`src/rtl/icache_if.sv`:
```
// Fetch-side and refill-side signal bundle for the instruction cache.
// The slave modport is the cache itself; master is whoever surrounds it
// (fetch stage plus instruction memory).
interface icache_if;
    logic        icache_req;
    logic [31:0] icache_addr;
    logic [31:0] icache_data;
    logic        icache_valid;
    logic        flush;
    logic        mem_req;
    logic [31:0] mem_addr;
    logic [31:0] mem_data;
    logic        mem_valid;

    modport master (
        output icache_req, icache_addr, flush, mem_data, mem_valid,
        input  icache_data, icache_valid, mem_req, mem_addr
    );

    modport slave (
        input  icache_req, icache_addr, flush, mem_data, mem_valid,
        output icache_data, icache_valid, mem_req, mem_addr
    );
endinterface

```
`src/rtl/icache.sv`:
```
// Direct-mapped, read-only instruction cache with combinational hits,
// in-order whole-line refill and a one-cycle response after each miss.
// A flush invalidates every line; a flush landing mid-refill lets the
// refill finish and answer, but leaves the refilled line invalid.
module icache #(
    parameter int LINE_WORDS = 4,
    parameter int NUM_LINES  = 16
) (
    input  logic     clk,
    input  logic     rst,
    icache_if.slave  bus
);
    localparam int WOFF = $clog2(LINE_WORDS);
    localparam int IDX  = $clog2(NUM_LINES);
    localparam int TAGW = 32 - IDX - WOFF - 2;
    localparam logic [WOFF-1:0] LAST_BEAT = WOFF'(LINE_WORDS - 1);

    localparam logic [1:0] S_IDLE   = 2'd0;
    localparam logic [1:0] S_REFILL = 2'd1;
    localparam logic [1:0] S_RESP   = 2'd2;

    logic [1:0]           r_state;
    logic [NUM_LINES-1:0] r_valid;
    logic [TAGW-1:0]      r_tag  [NUM_LINES];
    logic [31:0]          r_data [NUM_LINES*LINE_WORDS];
    logic [31:2]          r_missAddr;
    logic [WOFF-1:0]      r_cnt;
    logic                 r_kill;

    logic [WOFF-1:0] w_reqWoff;
    logic [IDX-1:0]  w_reqIdx;
    logic [TAGW-1:0] w_reqTag;
    logic [WOFF-1:0] w_missWoff;
    logic [IDX-1:0]  w_missIdx;
    logic [TAGW-1:0] w_missTag;
    logic            w_hit;
    logic            w_beat;
    logic            w_lastBeat;

    assign w_reqWoff  = bus.icache_addr[WOFF+1:2];
    assign w_reqIdx   = bus.icache_addr[IDX+WOFF+1:WOFF+2];
    assign w_reqTag   = bus.icache_addr[31:IDX+WOFF+2];
    assign w_missWoff = r_missAddr[WOFF+1:2];
    assign w_missIdx  = r_missAddr[IDX+WOFF+1:WOFF+2];
    assign w_missTag  = r_missAddr[31:IDX+WOFF+2];

    assign w_hit      = bus.icache_req && r_valid[w_reqIdx] && (r_tag[w_reqIdx] == w_reqTag);
    assign w_beat     = (r_state == S_REFILL) && bus.mem_valid;
    assign w_lastBeat = w_beat && (r_cnt == LAST_BEAT);

    // Output decode: hit data in IDLE, beat address in REFILL, missed word in RESP.
    always_comb begin
        bus.icache_valid = 1'b0;
        bus.icache_data  = 32'h0;
        bus.mem_req      = 1'b0;
        bus.mem_addr     = 32'h0;
        case (r_state)
            S_IDLE: begin
                if (w_hit) begin
                    bus.icache_valid = 1'b1;
                    bus.icache_data  = r_data[{w_reqIdx, w_reqWoff}];
                end
            end
            S_REFILL: begin
                bus.mem_req  = 1'b1;
                bus.mem_addr = {w_missTag, w_missIdx, r_cnt, 2'b00};
            end
            S_RESP: begin
                bus.icache_valid = 1'b1;
                bus.icache_data  = r_data[{w_missIdx, w_missWoff}];
            end
            default: begin
            end
        endcase
    end

    // Control state, beat counter, kill flag and valid bits; a flush always wins over a line becoming valid.
    always_ff @(posedge clk) begin
        if (rst) begin
            r_state    <= S_IDLE;
            r_valid    <= '0;
            r_cnt      <= '0;
            r_kill     <= 1'b0;
            r_missAddr <= '0;
        end else begin
            case (r_state)
                S_IDLE: begin
                    r_kill <= 1'b0;
                    if (bus.flush) begin
                        r_valid <= '0;
                    end
                    if (bus.icache_req && !w_hit) begin
                        r_missAddr <= bus.icache_addr[31:2];
                        r_cnt      <= '0;
                        r_state    <= S_REFILL;
                    end
                end
                S_REFILL: begin
                    if (bus.flush) begin
                        r_valid <= '0;
                        r_kill  <= 1'b1;
                    end else if (w_lastBeat && !r_kill) begin
                        r_valid[w_missIdx] <= 1'b1;
                    end
                    if (w_beat) begin
                        r_cnt <= r_cnt + 1'b1;
                    end
                    if (w_lastBeat) begin
                        r_state <= S_RESP;
                    end
                end
                S_RESP: begin
                    if (bus.flush) begin
                        r_valid <= '0;
                    end
                    r_kill  <= 1'b0;
                    r_state <= S_IDLE;
                end
                default: begin
                    r_state <= S_IDLE;
                end
            endcase
        end
    end

    // Tag and data storage are plain registers with no reset; only the valid bits say what is usable.
    always_ff @(posedge clk) begin
        if (!rst && w_beat) begin
            r_data[{w_missIdx, r_cnt}] <= bus.mem_data;
            if (w_lastBeat) begin
                r_tag[w_missIdx] <= w_missTag;
            end
        end
    end
endmodule

```
`src/flat_wrapper.sv`:
```
// flat-port wrapper written by rule: the top's interface ports become plain ports
module icache_flat 
#(
    parameter int LINE_WORDS = 4,
    parameter int NUM_LINES  = 16
)
  (clk, rst, bus_icache_req, bus_icache_addr, bus_flush, bus_mem_data, bus_mem_valid, bus_icache_data, bus_icache_valid, bus_mem_req, bus_mem_addr);
  icache_if bus_i ();
  input  logic clk;
  input  logic rst;
  input wire logic [$bits(bus_i.icache_req)-1:0] bus_icache_req;
  input wire logic [$bits(bus_i.icache_addr)-1:0] bus_icache_addr;
  input wire logic [$bits(bus_i.flush)-1:0] bus_flush;
  input wire logic [$bits(bus_i.mem_data)-1:0] bus_mem_data;
  input wire logic [$bits(bus_i.mem_valid)-1:0] bus_mem_valid;
  output wire logic [$bits(bus_i.icache_data)-1:0] bus_icache_data;
  output wire logic [$bits(bus_i.icache_valid)-1:0] bus_icache_valid;
  output wire logic [$bits(bus_i.mem_req)-1:0] bus_mem_req;
  output wire logic [$bits(bus_i.mem_addr)-1:0] bus_mem_addr;
  assign bus_i.icache_req = bus_icache_req;
  assign bus_i.icache_addr = bus_icache_addr;
  assign bus_i.flush = bus_flush;
  assign bus_i.mem_data = bus_mem_data;
  assign bus_i.mem_valid = bus_mem_valid;
  assign bus_icache_data = bus_i.icache_data;
  assign bus_icache_valid = bus_i.icache_valid;
  assign bus_mem_req = bus_i.mem_req;
  assign bus_mem_addr = bus_i.mem_addr;
  icache #(.LINE_WORDS(LINE_WORDS), .NUM_LINES(NUM_LINES)) u_core (.clk(clk), .rst(rst), .bus(bus_i));
endmodule
```
`config.mk`:
```
export PLATFORM = sky130hd
export DESIGN_NAME = icache_flat
export DESIGN_NICKNAME = d
export VERILOG_FILES = /design/src/rtl/icache_if.sv /design/src/rtl/icache.sv /design/src/flat_wrapper.sv
export SDC_FILE = /design/constraint.sdc
export NUM_CORES = 2
export LEC_CHECK = 0
export BUFFER_PORTS_ARGS = -buffer_cell sky130_fd_sc_hd__buf_2
export CAP_MARGIN = 20
export CORE_MARGIN = 2
export CORE_UTILIZATION = 57
export CTS_CLUSTER_SIZE = 16
export DETAILED_ROUTE_END_ITERATION = 7
export PLACE_DENSITY_LB_ADDON = 0.15
export RECOVER_POWER = 100
export SYNTH_ARGS = -nofsm -noshare
export SYNTH_HDL_FRONTEND = slang
export SYNTH_SLANG_ARGS = --single-unit
```
`constraint.sdc`:
```
create_clock -name clk -period 4.44 [get_ports clk]
set_clock_uncertainty 0.1 [all_clocks]
set_input_delay 0.888 -clock clk [delete_from_list [all_inputs] [get_ports clk]]
set_output_delay 0.888 -clock clk [all_outputs]
set_load 0.03 [all_outputs]
```
# After elaboration in Yosys (flattened, before gate mapping)
# Memory sizes are Yosys's and may differ from the RTL's. A register that Yosys moved wholly into a read port is not among the register bits.
# Index checks and enable logic that the tools add are counted.
[word_totals]
regBits = 51
ram_bits = 2432
inputBits = 69
elab_cells = 71
n_memories = 2
[mem_list]
columns = ["name", "words", "word_bits", "read_ports", "rd_ports_with_merged_regs", "write_ports", "line", "rtl"]
rows = [
  ["u_core.r_data", 64, 32, 2, 1, 1, "icache.sv:25", "logic [31:0] r_data [NUM_LINES*LINE_WORDS];"],
  ["u_core.r_tag", 16, 24, 1, 0, 1, "icache.sv:24", "logic [TAGW-1:0] r_tag [NUM_LINES];"],
]
[op_classes]
add_sub_neg = 1
order_cmp = 3
eq_ne = 10
muxes = 29
bitwise = 1
reduce_logical = 20
[ops]
columns = ["cell", "n"]
rows = [
  ["32-bit two-way mux", 2],
  ["32-bit one-hot mux with 2 select lines", 1],
  ["16-bit two-way mux", 3],
  ["16-bit one-hot mux with 2 select lines", 1],
  ["24-bit equality test", 1],
  ["16-bit bitwise OR", 1],
  ["6-bit two-way mux", 2],
  ["4-bit by 5-bit < comparator with 1-bit output (second input constant)", 2],
  ["1-bit two-way mux", 10],
  ["1-bit logical AND", 8],
  ["2-bit two-way mux", 4],
  ["2-bit by 1-bit != test with 1-bit output (second input constant)", 4],
  ["2-bit one-hot mux with 2 select lines", 2],
  ["2-bit AND reduction", 3],
  ["3-bit AND reduction", 2],
  ["1-bit binary-select mux with 4-bit select", 1],
  ["1-bit demux with 4-bit select", 1],
  ["2-bit equality test (second input constant)", 2],
  ["4-bit by 1-bit greater-or-equal comparator with 1-bit output (second input constant)", 1],
  ["1-bit one-hot mux with 2 select lines", 2],
  ["2-bit nonzero test", 2],
  ["1-bit zero test", 3],
  ["3-bit != test (second input constant)", 1],
  ["2-bit by 1-bit adder with 2-bit output (second input constant)", 1],
  ["4 further kinds", 4],
]

# Depth between registers and ports, before layout
[logic_depth]
depth_word = 9
mapped_depth = 14
depth_no_buf = 8

# Least setup slack after synthesis
# No wires, ideal clock.
[synth_path]
path_type = "input to output"
startpoint = "input bus_icache_addr[5]"
endpoint = "output bus_icache_valid"
arrival_ps = 3980
required_ps = 3452
slack_ps = -528
path_stages = 13
path_cell_list = "buf_2 buf_4 buf_2 mux4_2 a22oi_1 nand3_1 xnor2_1 o2111ai_1 or4_4 or3_1 buf_4 buf_6 a21oi_1"
[synth_via]
elab_chain_len = 6
[synth_rtl]
columns = ["element", "line", "rtl"]
rows = [
  ["start: declaration", "flat_wrapper.sv:12", "input wire logic [$bits(bus_i.icache_addr)-1:0] bus_icache_addr;"],
  ["branches (longest 3 deep; another with memory 16 x 24 bit)", "-", ""],
  ["1-bit logical AND (*)", "icache.sv:47", "assign w_hit = bus.icache_req && r_valid[w_reqIdx] && (r_tag[w_reqIdx] == w_reqTag);"],
  ["1-bit two-way mux (*)", "icache.sv:59", "if (w_hit) begin"],
  ["1-bit one-hot mux with 2 select lines (*)", "icache.sv:57", "case (r_state)"],
  ["end: declaration", "flat_wrapper.sv:17", "output wire logic [$bits(bus_i.icache_valid)-1:0] bus_icache_valid;"],
]
# Mark *: on every way between the ends. The select of a mux whose other input is x is not followed.

# Final worst setup path
[layout_path]
startpoint = "memory u_core.r_tag[6][17] in the netlist's numbering"
endpoint = "output bus_icache_data[4]"
[layout_via]
elab_chain_len = 5
[layout_rtl]
columns = ["element", "line", "rtl"]
rows = [
  ["start: declaration", "icache.sv:24", ""],
  ["memory 16 x 24 bit", "-", ""],
  ["24-bit equality test", "icache.sv:47", ""],
  ["1-bit logical AND", "icache.sv:47", ""],
  ["32-bit two-way mux", "icache.sv:59", ""],
  ["32-bit one-hot mux with 2 select lines", "icache.sv:57", ""],
  ["end: declaration", "flat_wrapper.sv:16", "output wire logic [$bits(bus_i.icache_data)-1:0] bus_icache_data;"],
]
# Every way passes these cells.

==> run_results.csv <==
group,metric,value,unit
synth,synth_common_cells,"edfxtp_1, mux4_2, clkbuf_1",
detailed_routing,wirelength,342000,um
min_path,min_path_type,"input port to flip-flop",
global_route,grt_pass1_wl,474000,um
clocking,cts_buffer_depth,4,
flow_run,maxCapViolCount,64,
detailed_routing,first_iter_violations,9748,
sta,worstMarginPinSlew,2.73,ns
synth,ys_seq_area_frac,0.662,
power_and_ir_drop,p_clk_frac,0.411,
global_route,antenna_found_initial,16,
cells_and_area,multi_input_area,37200,um^2
floorplan,die_area,200000,um^2
sta,maxSlewViolCount,2575,
cells_and_area,syn2layout_area_growth,15.4,%
critical_path,end_kind,"primary output",
power_and_ir_drop,finalPower,54.3,mW
critical_path,critPathMaxFanout,21,
clocking,cts_tree,"done",
status,violations,"max-capacitance violations, max-slew violations, negative setup slack",
cells_and_area,n_fill_cell,12459,
cells_and_area,final_cell_area,129000,um^2
floorplan,std_cell_rows,162,
global_route,track_usage,0.347,
clocking,cts.sinks,2489,
cells_and_area,drive_above_1_share,0.432,
power_and_ir_drop,ir_worst_vdd,0.414,mV
synth,synthArstFlopShare,0,
global_route,grt_overflow,0,
floorplan,start_util,0.574,
sta,setup_viol,33,
synth,synth_top_area_share,0.652,
critical_path,worstPathRequired,3.45,ns
sta,fmax,0.197,GHz
critical_path,r2r_slack,0.03,ns
sta,layout_setup_ws,-0.624,ns
floorplan,die_x,447,um
sta,finalCriticalPeriod,5.06,ns
critical_path,path_cells,"mux4_2 -> mux2i_2 -> xnor2_1 -> a2111oi_2 -> a31oi_1 -> or4_4 -> or3_4 -> buf_12 -> o21ai_2 -> buf_6",
synth,synth_flop_cell,"edfxtp_1",
critical_path,start_kind,"flip-flop",
critical_path,path_class,"flip-flop to primary output",
synth,synth_area_leaders,"edfxtp_1, mux4_2, dfxtp_1",
cells_and_area,seqCellArea,74200,um^2
detailed_routing,viasPerCell,7.47,
power_and_ir_drop,power.switching,12.2,mW
clocking,cts_root_buf,"clkbuf_16",
synth,syn-cell-area,112000,um^2
detailed_routing,vias,62438,
detailed_routing,drc,0,
cells_and_area,fin_nets,5600,
status,outcome,"finished with violations",
synth,synth-edff-count,2432,
detailed_routing,wl_per_cell,40.9,um
global_route,grt_pass1_vias,61821,
critical_path,critPathSlowestCell,"mux4_2",
place,gp_congestion,0.837,
detailed_routing,ant_nets,0,
sta,period_share,1.14,
sta,rsz0062_at_grt,"true",
synth,synthCells,5018,
detailed_routing,dr.pass1.iters,6,
synth,avgSynthCellArea,22.3,um^2
power_and_ir_drop,p_comb_frac,0.107,
place,placed_cell_area,121000,um^2
global_route,grt_max_degree,71,
critical_path,worstRegToRegCells,7,
place,io_buffers,130,
synth,synth_cell_type_count,57,
floorplan,coreArea,195000,um^2
power_and_ir_drop,power.leakage,40.0,nW
clocking,hold_buffers,0,
sta,max-slew-margin-rel,-0.822,
clocking,numCtsBuffers,278,
synth,synth.most_common_cell,"edfxtp_1",
clocking,path_clk_slew,0.06,ns
synth,ys_seq_elements,2489,
synth,yosysTopAreaCell,"edfxtp_1",
place,place_hpwl,198000,um
min_path,whs_path_depth,2,
synth,yosysWarnings,0,
cells_and_area,fin_util,0.662,
critical_path,path_buf_inv,2,
critical_path,slowest_delay,0.49,ns
critical_path,cp_top_family,"simple AND/OR/NAND/NOR gates",
power_and_ir_drop,power_density,420,nW/um^2
critical_path,arrival,4.08,ns
floorplan,die_h,447,um
critical_path,path_depth,10,
power_and_ir_drop,p_seq_frac,0.482,
clocking,htreeDepth,5,
floorplan,io_pins,135,
sta,hold_viol_final,0,
clocking,insertion_delay,0.94,ns
power_and_ir_drop,p_sw_frac,0.225,
power_and_ir_drop,p_int,42.1,mW
==> cell usage in the layout (no fill, tap or decap), types with 31 or more instances in the layout <==
master / Yosys / layout
edfxtp_1: 2432 / 2432
mux4_2: 1407 / 1407
clkbuf_16: 0 / 289
buf_4: 8 / 210
clkbuf_1: 258 / 154
nand2_1: 125 / 121
buf_12: 0 / 119
clkbuf_2: 0 / 109
mux2i_1: 72 / 67
nor2_4: 0 / 59
buf_2: 41 / 57
dfxtp_1: 57 / 51
nor2_1: 114 / 49
clkinv_2: 0 / 38
clkinv_1: 0 / 38
nor3b_1: 31 / 31
==> cells by family (layout without fill, tap and decap cells) <==
kind of cell | after synthesis | after routing | share of synthesized area
AND/OR/NAND/NOR | 372 | 372 | 0.0156
buffers and inverters | 401 | 1105 | 0.0145
other | 1 | 10 | 0.0000335
adder cells (fa/ha/maj) | 1 | 1 | 0.000112
flip-flops | 2489 | 2489 | 0.662
multiplexers | 1507 | 1507 | 0.292
AO/OA/AOI/OAI | 220 | 220 | 0.0137
XOR/XNOR | 27 | 27 | 0.00211
==> cell type report <==
| cell class | instances | area share |
|---|---|---|
| Antenna cell | 8 | 0.000155 |
| Tap cell | 2624 | 0.0254 |
| Clock buffer | 368 | 0.0586 |
| Inverter | 6 | 0.000174 |
| Sequential cell | 2489 | 0.574 |
| Multi-Input combinational cell | 2129 | 0.288 |
| Timing Repair Buffer | 626 | 0.0457 |
| Clock inverter | 105 | 0.00829 |
==> what timing repair did <==
item / CTS / global route
endpoints found under the setup margin: 33 / 33
gates cloned: 5 / 0
setup buffers: 21 / 0
gates resized for setup: 89 / 17
pin swaps: 3 / 0
==> power groups by stage <==
| stage | logic (mW) | registers [mW] | clock network (mW) |
|---|---|---|---|
| floorplan | 3.60 | 26.5 | 0 |
| global placement | 5.64 | 26.6 | 0 |
| detailed placement | 5.66 | 26.6 | 0 |
| CTS | 5.83 | 26.1 | 22.5 |
| global route | 6.05 | 26.2 | 23.4 |
| finish | 5.82 | 26.2 | 22.3 |
==> worst register-to-register path: stages, from the launching register on <==
cell	delay [ns]
dfxtp_1	0.62
nor2b_1	0.24
nand2_1	0.16
nor2_1	0.37
nand3_1	0.12
clkbuf_1	0.36
nor2_2	1.25
buf_2	0.77
==> layer usage <==
metal,track usage,wire length [um],share of wire,vias up
li1,-,-,-,23352
met4,0.148,16900,0.049,6
met2,0.530,161000,0.47,4679
met1,0.487,121000,0.35,33568
met5,0,41,0.00012,-
met3,0.0840,43400,0.13,833
==> registers in the layout, indices dropped and copies added (netlist names), named ones only <==
signal,flops
u_core.r_cnt,2
u_core.r_kill,1
u_core.r_state,2
u_core.r_valid,16
u_core.r_missAddr,30
u_core.r_data,2048
u_core.r_tag,384
==> through the flow <==
stage,worst slack [ns],setup TNS [ns],hold slack (ns),cells
after floorplan,-0.0670,-1.88,0.331,5019
after global placement,-0.668,-22.01,0.342,7841
after detailed placement,-0.700,-22.44,0.356,7841
after CTS,-0.655,-20.35,0.00783,8340
after global routing,-0.692,-22.01,0.0717,8352
final,-0.624,-18.62,0.0745,8355
==> path summary, 6_finish.rpt <==
kind,startpoint,end
worst max-delay path,u_core.r_tag[6][17],bus_icache_data[4]
worst min-delay path,rst,u_core.r_kill
worst max register to register,u_core.r_state[0],u_core.r_data[21][5]
worst min register to register,u_core.r_valid[8],u_core.r_valid[8]
Power figures use the tool's default switching activity.
